--- config.mk ---
export PLATFORM = sky130hd
export DESIGN_NAME = wb_sram_loader
export DESIGN_NICKNAME = d
export VERILOG_FILES = /design/src/rtl/wb_sram_loader_pkg.sv /design/src/rtl/wb_sram_loader_fifo.sv /design/src/rtl/wb_sram_loader.sv
export SDC_FILE = /design/constraint.sdc
export NUM_CORES = 1
export LEC_CHECK = 0
export ABC_AREA = 1
export ABC_CLOCK_PERIOD_IN_PS = 3700
export CORE_MARGIN = 8
export CORE_UTILIZATION = 40
export CTS_BUF_LIST = sky130_fd_sc_hd__clkbuf_8
export CTS_CLUSTER_SIZE = 40
export DETAILED_ROUTE_END_ITERATION = 12
export PLACE_DENSITY = 0.59
export RECOVER_POWER = 100
export REMOVE_ABC_BUFFERS = 1
export SYNTH_ARGS = -nofsm -noshare
export SYNTH_HDL_FRONTEND = slang
export SYNTH_SLANG_ARGS = --single-unit
--- constraint.sdc ---
create_clock -name clk -period 3.7 [get_ports clk]
set_input_delay 0.37 -clock clk [delete_from_list [all_inputs] [get_ports clk]]
set_output_delay 0.37 -clock clk [all_outputs]
set_load 0.03 [all_outputs]
--- src/rtl/wb_sram_loader_pkg.sv ---
// Shared types and Wishbone cycle-tag constants for the SRAM loader.
package wb_sram_loader_pkg;

    typedef enum logic [1:0] {
        IDLE  = 2'd0,
        XFER  = 2'd1,
        ABORT = 2'd2
    } state_t;

    localparam logic [2:0] CTI_CLASSIC = 3'b000;
    localparam logic [2:0] CTI_INCR    = 3'b010;
    localparam logic [2:0] CTI_EOB     = 3'b111;
    localparam logic [1:0] BTE_LINEAR  = 2'b00;

endpackage

--- src/rtl/wb_sram_loader_fifo.sv ---
// Synchronous FIFO decoupling the input stream from the Wishbone write beats.
module wb_sram_loader_fifo #(
    parameter int unsigned WIDTH = 32,
    parameter int unsigned DEPTH = 4
) (
    input  logic             clk,
    input  logic             rst,
    input  logic             push,
    input  logic             pop,
    input  logic             flush,
    input  logic [WIDTH-1:0] din,
    output logic [WIDTH-1:0] dout,
    output logic             full,
    output logic             empty
);

    localparam int unsigned PTR_W = $clog2(DEPTH);

    logic [WIDTH-1:0] mem [DEPTH];
    logic [PTR_W-1:0] wr_ptr;
    logic [PTR_W-1:0] rd_ptr;
    logic [PTR_W:0]   level;
    logic             do_push;
    logic             do_pop;

    assign do_push = push && !full;
    assign do_pop  = pop && !empty;
    assign dout    = mem[rd_ptr];
    assign full    = (level == (PTR_W + 1)'(DEPTH));
    assign empty   = (level == '0);

    always_ff @(posedge clk) begin
        if (rst || flush) begin
            wr_ptr <= '0;
            rd_ptr <= '0;
            level  <= '0;
        end else begin
            if (do_push) wr_ptr <= wr_ptr + PTR_W'(1);
            if (do_pop)  rd_ptr <= rd_ptr + PTR_W'(1);
            case ({do_push, do_pop})
                2'b10:   level <= level + (PTR_W + 1)'(1);
                2'b01:   level <= level - (PTR_W + 1)'(1);
                default: level <= level;
            endcase
        end
    end

    always_ff @(posedge clk) begin
        if (do_push) mem[wr_ptr] <= din;
    end

endmodule

--- src/rtl/wb_sram_loader.sv ---
// Wishbone incrementing-burst write master filling a contiguous SRAM region from a stream.
module wb_sram_loader
    import wb_sram_loader_pkg::*;
#(
    parameter int unsigned WB_ADDRESS_WIDTH = 32,
    parameter int unsigned WB_DATA_WIDTH    = 32,
    parameter int unsigned COUNT_WIDTH      = 16,
    parameter int unsigned FIFO_DEPTH       = 4
) (
    input  logic                         clk,
    input  logic                         rst,
    input  logic                         start,
    input  logic [WB_ADDRESS_WIDTH-1:0]  base_addr,
    input  logic [COUNT_WIDTH-1:0]       word_count,
    output logic                         busy,
    output logic                         done,
    output logic                         error,
    input  logic [WB_DATA_WIDTH-1:0]     in_data,
    input  logic                         in_valid,
    output logic                         in_ready,
    output logic [WB_ADDRESS_WIDTH-1:0]  ADR,
    output logic                         TGA,
    output logic [2:0]                   CTI,
    output logic [1:0]                   BTE,
    output logic [WB_DATA_WIDTH-1:0]     DAT_W,
    output logic                         TGD_W,
    input  logic [WB_DATA_WIDTH-1:0]     DAT_R,
    input  logic                         TGD_R,
    output logic                         CYC,
    output logic                         TGC,
    input  logic                         ERR,
    output logic [WB_DATA_WIDTH/8-1:0]   SEL,
    output logic                         STB,
    input  logic                         ACK,
    output logic                         WE
);

    localparam int unsigned BYTES    = WB_DATA_WIDTH / 8;
    localparam int unsigned ADDR_LSB = $clog2(BYTES);
    localparam logic [WB_ADDRESS_WIDTH-1:0] ADDR_MASK = ~WB_ADDRESS_WIDTH'(BYTES - 1);

    state_t                      state;
    logic [WB_ADDRESS_WIDTH-1:0] base;
    logic [COUNT_WIDTH-1:0]      count;
    logic [COUNT_WIDTH-1:0]      accepted;
    logic [COUNT_WIDTH-1:0]      issued;
    logic [WB_DATA_WIDTH-1:0]    fifo_head;
    logic                        fifo_full;
    logic                        fifo_empty;
    logic                        push;
    logic                        load;
    logic                        flush;
    logic                        ack_beat;
    logic                        err_beat;
    logic                        last_beat;
    logic                        unused_inputs;

    assign unused_inputs = ^{DAT_R, TGD_R};

    assign busy      = (state != IDLE);
    assign in_ready  = (state == XFER) && !fifo_full && (accepted < count);
    assign push      = in_valid && in_ready;
    assign ack_beat  = STB && ACK && !ERR;
    assign err_beat  = STB && ERR;
    assign last_beat = (issued == count);
    assign flush     = (state == XFER) && err_beat;

    // Next beat loads on the ACK edge itself so a zero-wait slave sees one beat per cycle.
    assign load = (state == XFER) && !err_beat && !fifo_empty
                  && (!STB || (ack_beat && !last_beat));

    assign WE    = CYC;
    assign SEL   = {BYTES{CYC}};
    assign TGA   = 1'b0;
    assign TGD_W = 1'b0;
    assign TGC   = 1'b0;
    assign BTE   = BTE_LINEAR;

    wb_sram_loader_fifo #(
        .WIDTH (WB_DATA_WIDTH),
        .DEPTH (FIFO_DEPTH)
    ) u_fifo (
        .clk   (clk),
        .rst   (rst),
        .push  (push),
        .pop   (load),
        .flush (flush),
        .din   (in_data),
        .dout  (fifo_head),
        .full  (fifo_full),
        .empty (fifo_empty)
    );

    always_ff @(posedge clk) begin
        if (rst) begin
            state    <= IDLE;
            base     <= '0;
            count    <= '0;
            accepted <= '0;
            issued   <= '0;
            CYC      <= 1'b0;
            STB      <= 1'b0;
            ADR      <= '0;
            DAT_W    <= '0;
            CTI      <= CTI_CLASSIC;
            done     <= 1'b0;
            error    <= 1'b0;
        end else begin
            done <= 1'b0;
            if (push) accepted <= accepted + COUNT_WIDTH'(1);
            if (load) begin
                ADR    <= base + (WB_ADDRESS_WIDTH'(issued) << ADDR_LSB);
                DAT_W  <= fifo_head;
                CTI    <= (issued == count - COUNT_WIDTH'(1)) ? CTI_EOB : CTI_INCR;
                STB    <= 1'b1;
                issued <= issued + COUNT_WIDTH'(1);
            end else if (ack_beat) begin
                STB <= 1'b0;
            end
            case (state)
                IDLE: begin
                    if (start) begin
                        error    <= 1'b0;
                        base     <= base_addr & ADDR_MASK;
                        count    <= word_count;
                        accepted <= '0;
                        issued   <= '0;
                        if (word_count == '0) begin
                            done <= 1'b1;
                        end else begin
                            state <= XFER;
                            CYC   <= 1'b1;
                        end
                    end
                end
                XFER: begin
                    // ERR takes priority over a simultaneous ACK.
                    if (err_beat) begin
                        state <= ABORT;
                        CYC   <= 1'b0;
                        STB   <= 1'b0;
                        error <= 1'b1;
                    end else if (ack_beat && last_beat) begin
                        state <= IDLE;
                        CYC   <= 1'b0;
                        done  <= 1'b1;
                    end
                end
                ABORT:   state <= IDLE;
                default: state <= IDLE;
            endcase
        end
    end

endmodule

Word-level counts from Yosys, hierarchy flattened:

Memories as Yosys holds them, arrays and structs flattened. A register that Yosys moved wholly into a read port is not among the register bits.
Cells that the tools add are included.

* bits of input ports: 119
* logic and storage cells: 98
* output and inout bits: 83
* memory bits (writable): 128
* memories: 1
* bits in registers: 126

* add/sub/neg operators: 8
* eq/ne operators: 10
* muxes and demuxes: 32
* reductions and logical operators: 32
* $lt $le $gt $ge: 1

Memories
* u_fifo.mem: words 4, width 32, read ports 1, clocked after Yosys merged registers in 1, write ports 1, RTL line wb_sram_loader_fifo.sv:19 `logic [WIDTH-1:0] mem [DEPTH];`

Operators with widths (number)
* $mux W16: 6
* $add A16 B1 Y16 const B: 2
* $add A32 B18 Y32: 1
* $eq A16 B16 Y1: 2
* $logic_not A16 Y1: 1
* $lt A16 B16 Y1: 1
* $mux W1: 16
* $sub A16 B1 Y16 const B: 1
* $logic_and A1 B1 Y1: 14
* $mux W2: 4
* $logic_not A1 Y1: 6
* $ne A2 B2 Y1 const B: 3
* $pmux W1 S2: 3
* $pmux W3 S2: 1
* $reduce_and A3 Y1: 2
* $reduce_bool A2 Y1: 3
* $add A2 B1 Y2 const B: 2
* $eq A2 B1 Y1 const B: 2
* $pmux W2 S2: 1
* $reduce_and A4 Y1: 1
* $add A3 B1 Y3 const B: 1
* $eq A3 B3 Y1 const B: 1
* $logic_not A3 Y1: 1
* $mux W3: 1
* other kinds (6): 7

Logic depth before layout (Yosys ltp):

* depth in word-level cells: 8
* mapped depth: 18
* gate-level depth less buffers: 17

By module:

From an unflattened synthesis, not the netlist that was laid out.

* cell total of the unflattened synthesis: 1623
* area total of the unflattened synthesis: 13510.5 um^2

By module, submodules not included
* wb_sram_loader: instances 1, sequential area each 2962.8 um^2, cells an instance 1242, area each 8227.9 um^2
* wb_sram_loader_fifo: instances 1, sequential area each 4023.9 um^2, cells an instance 381, area each 5282.6 um^2

Worst setup path after synthesis:

OpenSTA, ideal clock, no wires.

* kind: reg2reg
* start point: register count[5]
* end point: memory u_fifo.mem[0][0], enable pin
* stages on the path, launching flop included: 11
* data required time: 3279 ps
* setup slack: 321 ps
* setup time: 421 ps
* arrival time: 2958 ps
* clock period less this slack: 3379 ps
* buffers on the path: 1
* cells stage by stage: dfxtp_1 > inv_1 > ha_1 > a21oi_1 > nor2_1 > nor3_1 > nand2_1 > nand2_1 > nand3_2 > buf_2 > nor2_1

* cells in the longest elaborated chain, start to end: 6

Ends and longest elaborated chain
* start: declaration: RTL line wb_sram_loader.sv:44 `logic [COUNT_WIDTH-1:0] count;`
* start signal: assignment: RTL line wb_sram_loader.sv:125 `count <= word_count;`
* $lt A16 B16 Y1: RTL line wb_sram_loader.sv:61 `assign in_ready = (state == XFER) && !fifo_full && (accepted < count);`
* $logic_and A1 B1 Y1: RTL line wb_sram_loader.sv:61
* $logic_and A1 B1 Y1: RTL line wb_sram_loader.sv:62 `assign push = in_valid && in_ready;`
* $logic_and A1 B1 Y1: RTL line wb_sram_loader_fifo.sv:26 `assign do_push = push && !full;`
* $mux W1: RTL line wb_sram_loader_fifo.sv:49 `if (do_push) mem[wr_ptr] <= din;`
* $mux W1 (not written as such): RTL line wb_sram_loader_fifo.sv:49
* end: declaration: RTL line wb_sram_loader_fifo.sv:19

Every way passes these cells.

Final worst setup path:

* start point: register count[5]
* end point: output in_ready

* cells in the longest elaborated chain, start to end: 2

Ends and longest elaborated chain
* $lt A16 B16 Y1: RTL line wb_sram_loader.sv:61
* $logic_and A1 B1 Y1: RTL line wb_sram_loader.sv:61
* end: declaration: RTL line wb_sram_loader.sv:20 `output logic in_ready,`

Every way passes these cells.

==> impl_results.md <==
- Status: complete, no violations
- WS Path Type: reg2out
- Internal power consumption: 5.39 mW
- Cells after synthesis: between 1500 and 2000
- Area of all placed cells without fillers: between 15000 and 20000 µm²
- Total setup buffers inserted after CTS: 0
- Share of cells above drive strength 1: 0.0563
- Per-cell routed wire length: approximately 16 µm
- Endpoint of the worst setup timing path: in_ready
- Number of buffers added by the clock tree synthesis step: 48
- Kind of start point of the critical path: flip-flop
- Mean post-synth cell area: between 8 and 9 µm²
- EDFF count, synth: 128
- Largest fanout on the critical path: 9
- Post-synth top area cell: sky130_fd_sc_hd__edfxtp_1
- Register bit total from synthesis: between 200 and 300
- Total global routing overflow: 0
- Register area share after synthesis: 0.508
- Leakage Power: between 6 and 7 nW
- Number of hold-repair buffers added at the cts stage: 0
- Post-route ant nets: 0
- Placeable Area: around 34000 µm²
- Post-synthesis instance area: about 14000 µm²
- Worst slew margin relative to its limit: 0.261
- Origin of the critical flop-to-flop path: state[1]$_SDFFE_PP0P_
- Maximum clock frequency: between 0.2 and 0.3 GHz
- Routed vias: 11341
- Height of the die: roughly 200 µm
- Total net switching power: 2.33 mW
- Most used DFF post-synth: sky130_fd_sc_hd__dfxtp_1
- Async set-reset flop share out of synthesis: 0
- Sequential cell fraction of total power: 0.466
- CTS Sinks: 283
- Starting density of the core: 0.407
- Total placed instance area: 15600 µm²
- Crit share post-route: 0.914
- Wirelength, routed: 36200 µm
- Number of filler cells placed in the layout: 3329
- Total GRT Usage: 0.173
- Highest ir drop seen on vdd: 0.341 mV
- Clk_lat worst skew: 0.59 ns
- Switching portion of total power: 0.302
- Clock skew after layout: ~0.013 ns
- Worst R2R End: done$_SDFF_PP0_
- Placer Congestion: 0.890
- Data required, critical path: 3.33 ns
- Die area: roughly 40000 µm²
- Number of max-slew violations in the final report: 0
- Initial DRC Count: between 500 and 600
- Clk root buf: sky130_fd_sc_hd__clkbuf_8
- Synth top area share: 0.281
- Standard-cell rows: 67
- Final worst path period need: around 3.4 ns
- CTS tree: built
- Total I/O pin count: about 200
- Proportion of power drawn by the clock network: 0.347
- Post-cts gate resize count: 0
- Synth-to-layout area growth: 20.3%
- Most numerous cell types in the synthesized netlist: sky130_fd_sc_hd__nor2_1, sky130_fd_sc_hd__nand2_1, sky130_fd_sc_hd__o21ai_0, sky130_fd_sc_hd__dfxtp_1, sky130_fd_sc_hd__inv_1
- Post-placement worst setup slack: between 0.6 and 0.7 ns
- Initial antenna violation count: 12
- Final worst setup slack: ~0.32 ns
- Number of global-route vias before repair: 10868
- Max Cap Viol: 0
- Hold Path Cell Cnt: 3
- Class of the worst hold path: in2reg
- Layout net count: ~2000
- Half-perimeter wire length after placement: 24500 µm
- Clock tree buffer depth: 3
- First-pass GRT wire length: slightly below 60000 µm
- Logic depth of the worst register-to-register path: 10
- Die width: around 200 µm
- Part of the power in combinational logic: 0.187
- Top cells by area in the synthesized netlist: sky130_fd_sc_hd__edfxtp_1, sky130_fd_sc_hd__dfxtp_1, sky130_fd_sc_hd__nor2_1, sky130_fd_sc_hd__nand2_1, sky130_fd_sc_hd__o21ai_0
- Worst Tran Pin Value: 1.11 ns
- Count of port buffers added during placement: 159
- Power density normalized to cell area: around 470 nW/µm²
- Final setup violating endpoints: 0
- Count of unique library cells instantiated by Yosys: 43
- Nature of the critical path endpoint: primary output
- Crit path from: count[5]$_SDFFE_PP0P_
- H-tree levels: 2
- Unrepaired setup endpoints after global routing: false
- Clock-pin slew on the worst setup and hold paths: roughly 0.050 ns
- Post-detailed-route via-to-cell ratio: about 4.9
- Final Total Pwr: 7.72 mW
- Post-route DRC: 0
- Largest net degree at the start of global routing: between 80 and 90
- Warnings from Yosys: 0
- Final hold violations: 0
- Worst R2R Setup Slack: roughly 0.46 ns
- 1st-pass router iterations: 5
- Most common cell in the synthesized netlist: sky130_fd_sc_hd__nor2_1
- Arrival time of the worst setup path: between 3 and 4 ns
## power groups by stage
| stage | Sequential (mW) | Combinational, mW | Clock (mW) |
|---|---|---|---|
| 2_1_floorplan | 3.84 | 0.742 | 0 |
| 3_3_place_gp | 3.67 | 1.50 | 0 |
| 3_5_place_dp | 3.67 | 1.52 | 0 |
| 4_1_cts | 3.60 | 1.53 | 2.78 |
| 5_1_grt | 3.62 | 1.60 | 2.90 |
| 6_report | 3.60 | 1.44 | 2.68 |
## per-layer routing
metal | part of all wire | track usage
met1 | 0.45 | 0.216
met2 | 0.47 | 0.292
met3 | 0.060 | 0.0450
met4 | 0.023 | 0.0497
met5 | 0.0020 | 0
## sequential cells by signal (all words and copies together) (netlist names), 2 cells and up
register / count
u_fifo.rd_ptr: 2
u_fifo.mem: 128
state: 2
count: 16
base: 30
u_fifo.wr_ptr: 2
DAT_W: 32
ADR: 30
accepted: 16
u_fifo.level: 3
issued: 16
CTI: 2
## stage by stage
stage | utilization | instances | setup TNS (ns) | hold slack [ns]
after CTS | 0.491 | 2295 | 0 | 0.342
final | 0.489 | 2301 | 0 | 0.383
after global placement | 0.464 | 2210 | 0 | 0.447
after detailed placement | 0.464 | 2210 | 0 | 0.453
after floorplan | - | 1581 | -0.0613 | 0.432
after global routing | 0.489 | 2298 | 0 | 0.379
## area by class of cell
type,count,area (µm²),area share
Antenna cell,6,15.0,0.000913
Multi-Input combinational cell,1157,5750,0.350
Clock inverter,31,171,0.0104
Tap cell,448,561,0.0341
Clock buffer,54,743,0.0452
Inverter,141,529,0.0322
Timing Repair Buffer,181,1730,0.105
Sequential cell,283,6950,0.423
## worst min path at each step
stage,start,end,slack [ns]
final,base_addr[2],base[2]$_SDFFE_PP0P_,0.38
after global routing,base_addr[10],base[10]$_SDFFE_PP0P_,0.38
after CTS,base_addr[31],base[31]$_SDFFE_PP0P_,0.34
after detailed placement,error$_SDFFE_PP0P_,error$_SDFFE_PP0P_,0.45
after global placement,error$_SDFFE_PP0P_,error$_SDFFE_PP0P_,0.45
after floorplan,rst,ADR[12]$_SDFFE_PP0N_,0.43
## critical path, stage by stage, from the launching register on
cell                            delay [ns]
sky130_fd_sc_hd__dfxtp_1              0.42
sky130_fd_sc_hd__inv_1                0.09
sky130_fd_sc_hd__ha_1                 0.31
sky130_fd_sc_hd__a21oi_1              0.15
sky130_fd_sc_hd__nor2_1               0.05
sky130_fd_sc_hd__nor3_1               0.13
sky130_fd_sc_hd__nand2_1              0.10
sky130_fd_sc_hd__nand2_1              0.24
sky130_fd_sc_hd__and2_1               0.19
sky130_fd_sc_hd__dlygate4sd3_1        0.75
## logic make-up after synthesis
logic type,Yosys count,synth area share
AO/OA/AOI/OAI,316,0.124
XOR/XNOR,55,0.0358
adder cells (fa/ha/maj),41,0.0386
buffers and inverters,223,0.0709
flip-flops,283,0.508
other,1,0.000274
AND/OR/NAND/NOR,738,0.222
## layout by cell type, fill, tap and decap left out, types with 3 or more instances in the layout
cell type and count:
sky130_fd_sc_hd__conb_1 7, sky130_fd_sc_hd__nand3_1 47, sky130_fd_sc_hd__diode_2 6, sky130_fd_sc_hd__inv_2 4, sky130_fd_sc_hd__edfxtp_1 128, sky130_fd_sc_hd__a21oi_1 63, sky130_fd_sc_hd__inv_1 156, sky130_fd_sc_hd__clkbuf_8 54
sky130_fd_sc_hd__dfxtp_1 154, sky130_fd_sc_hd__dlygate4sd3_1 109, sky130_fd_sc_hd__o22ai_1 33, sky130_fd_sc_hd__a21oi_2 3, sky130_fd_sc_hd__nand3b_1 8, sky130_fd_sc_hd__o21ai_0 193, sky130_fd_sc_hd__o21bai_1 3, sky130_fd_sc_hd__ha_1 39
sky130_fd_sc_hd__and2_1 3, sky130_fd_sc_hd__buf_4 12, sky130_fd_sc_hd__clkbuf_1 5, sky130_fd_sc_hd__or2_2 5, sky130_fd_sc_hd__clkbuf_2 4, sky130_fd_sc_hd__xnor2_1 18, sky130_fd_sc_hd__nor2_4 5, sky130_fd_sc_hd__nor3_1 19
sky130_fd_sc_hd__nand4_1 30, sky130_fd_sc_hd__o21ai_1 11, sky130_fd_sc_hd__o211ai_1 5, sky130_fd_sc_hd__clkdlybuf4s50_1 50, sky130_fd_sc_hd__clkinv_2 7, sky130_fd_sc_hd__xor2_1 36, sky130_fd_sc_hd__nor2_1 366, sky130_fd_sc_hd__nand2_1 249
(Power assumes the default switching activity.)
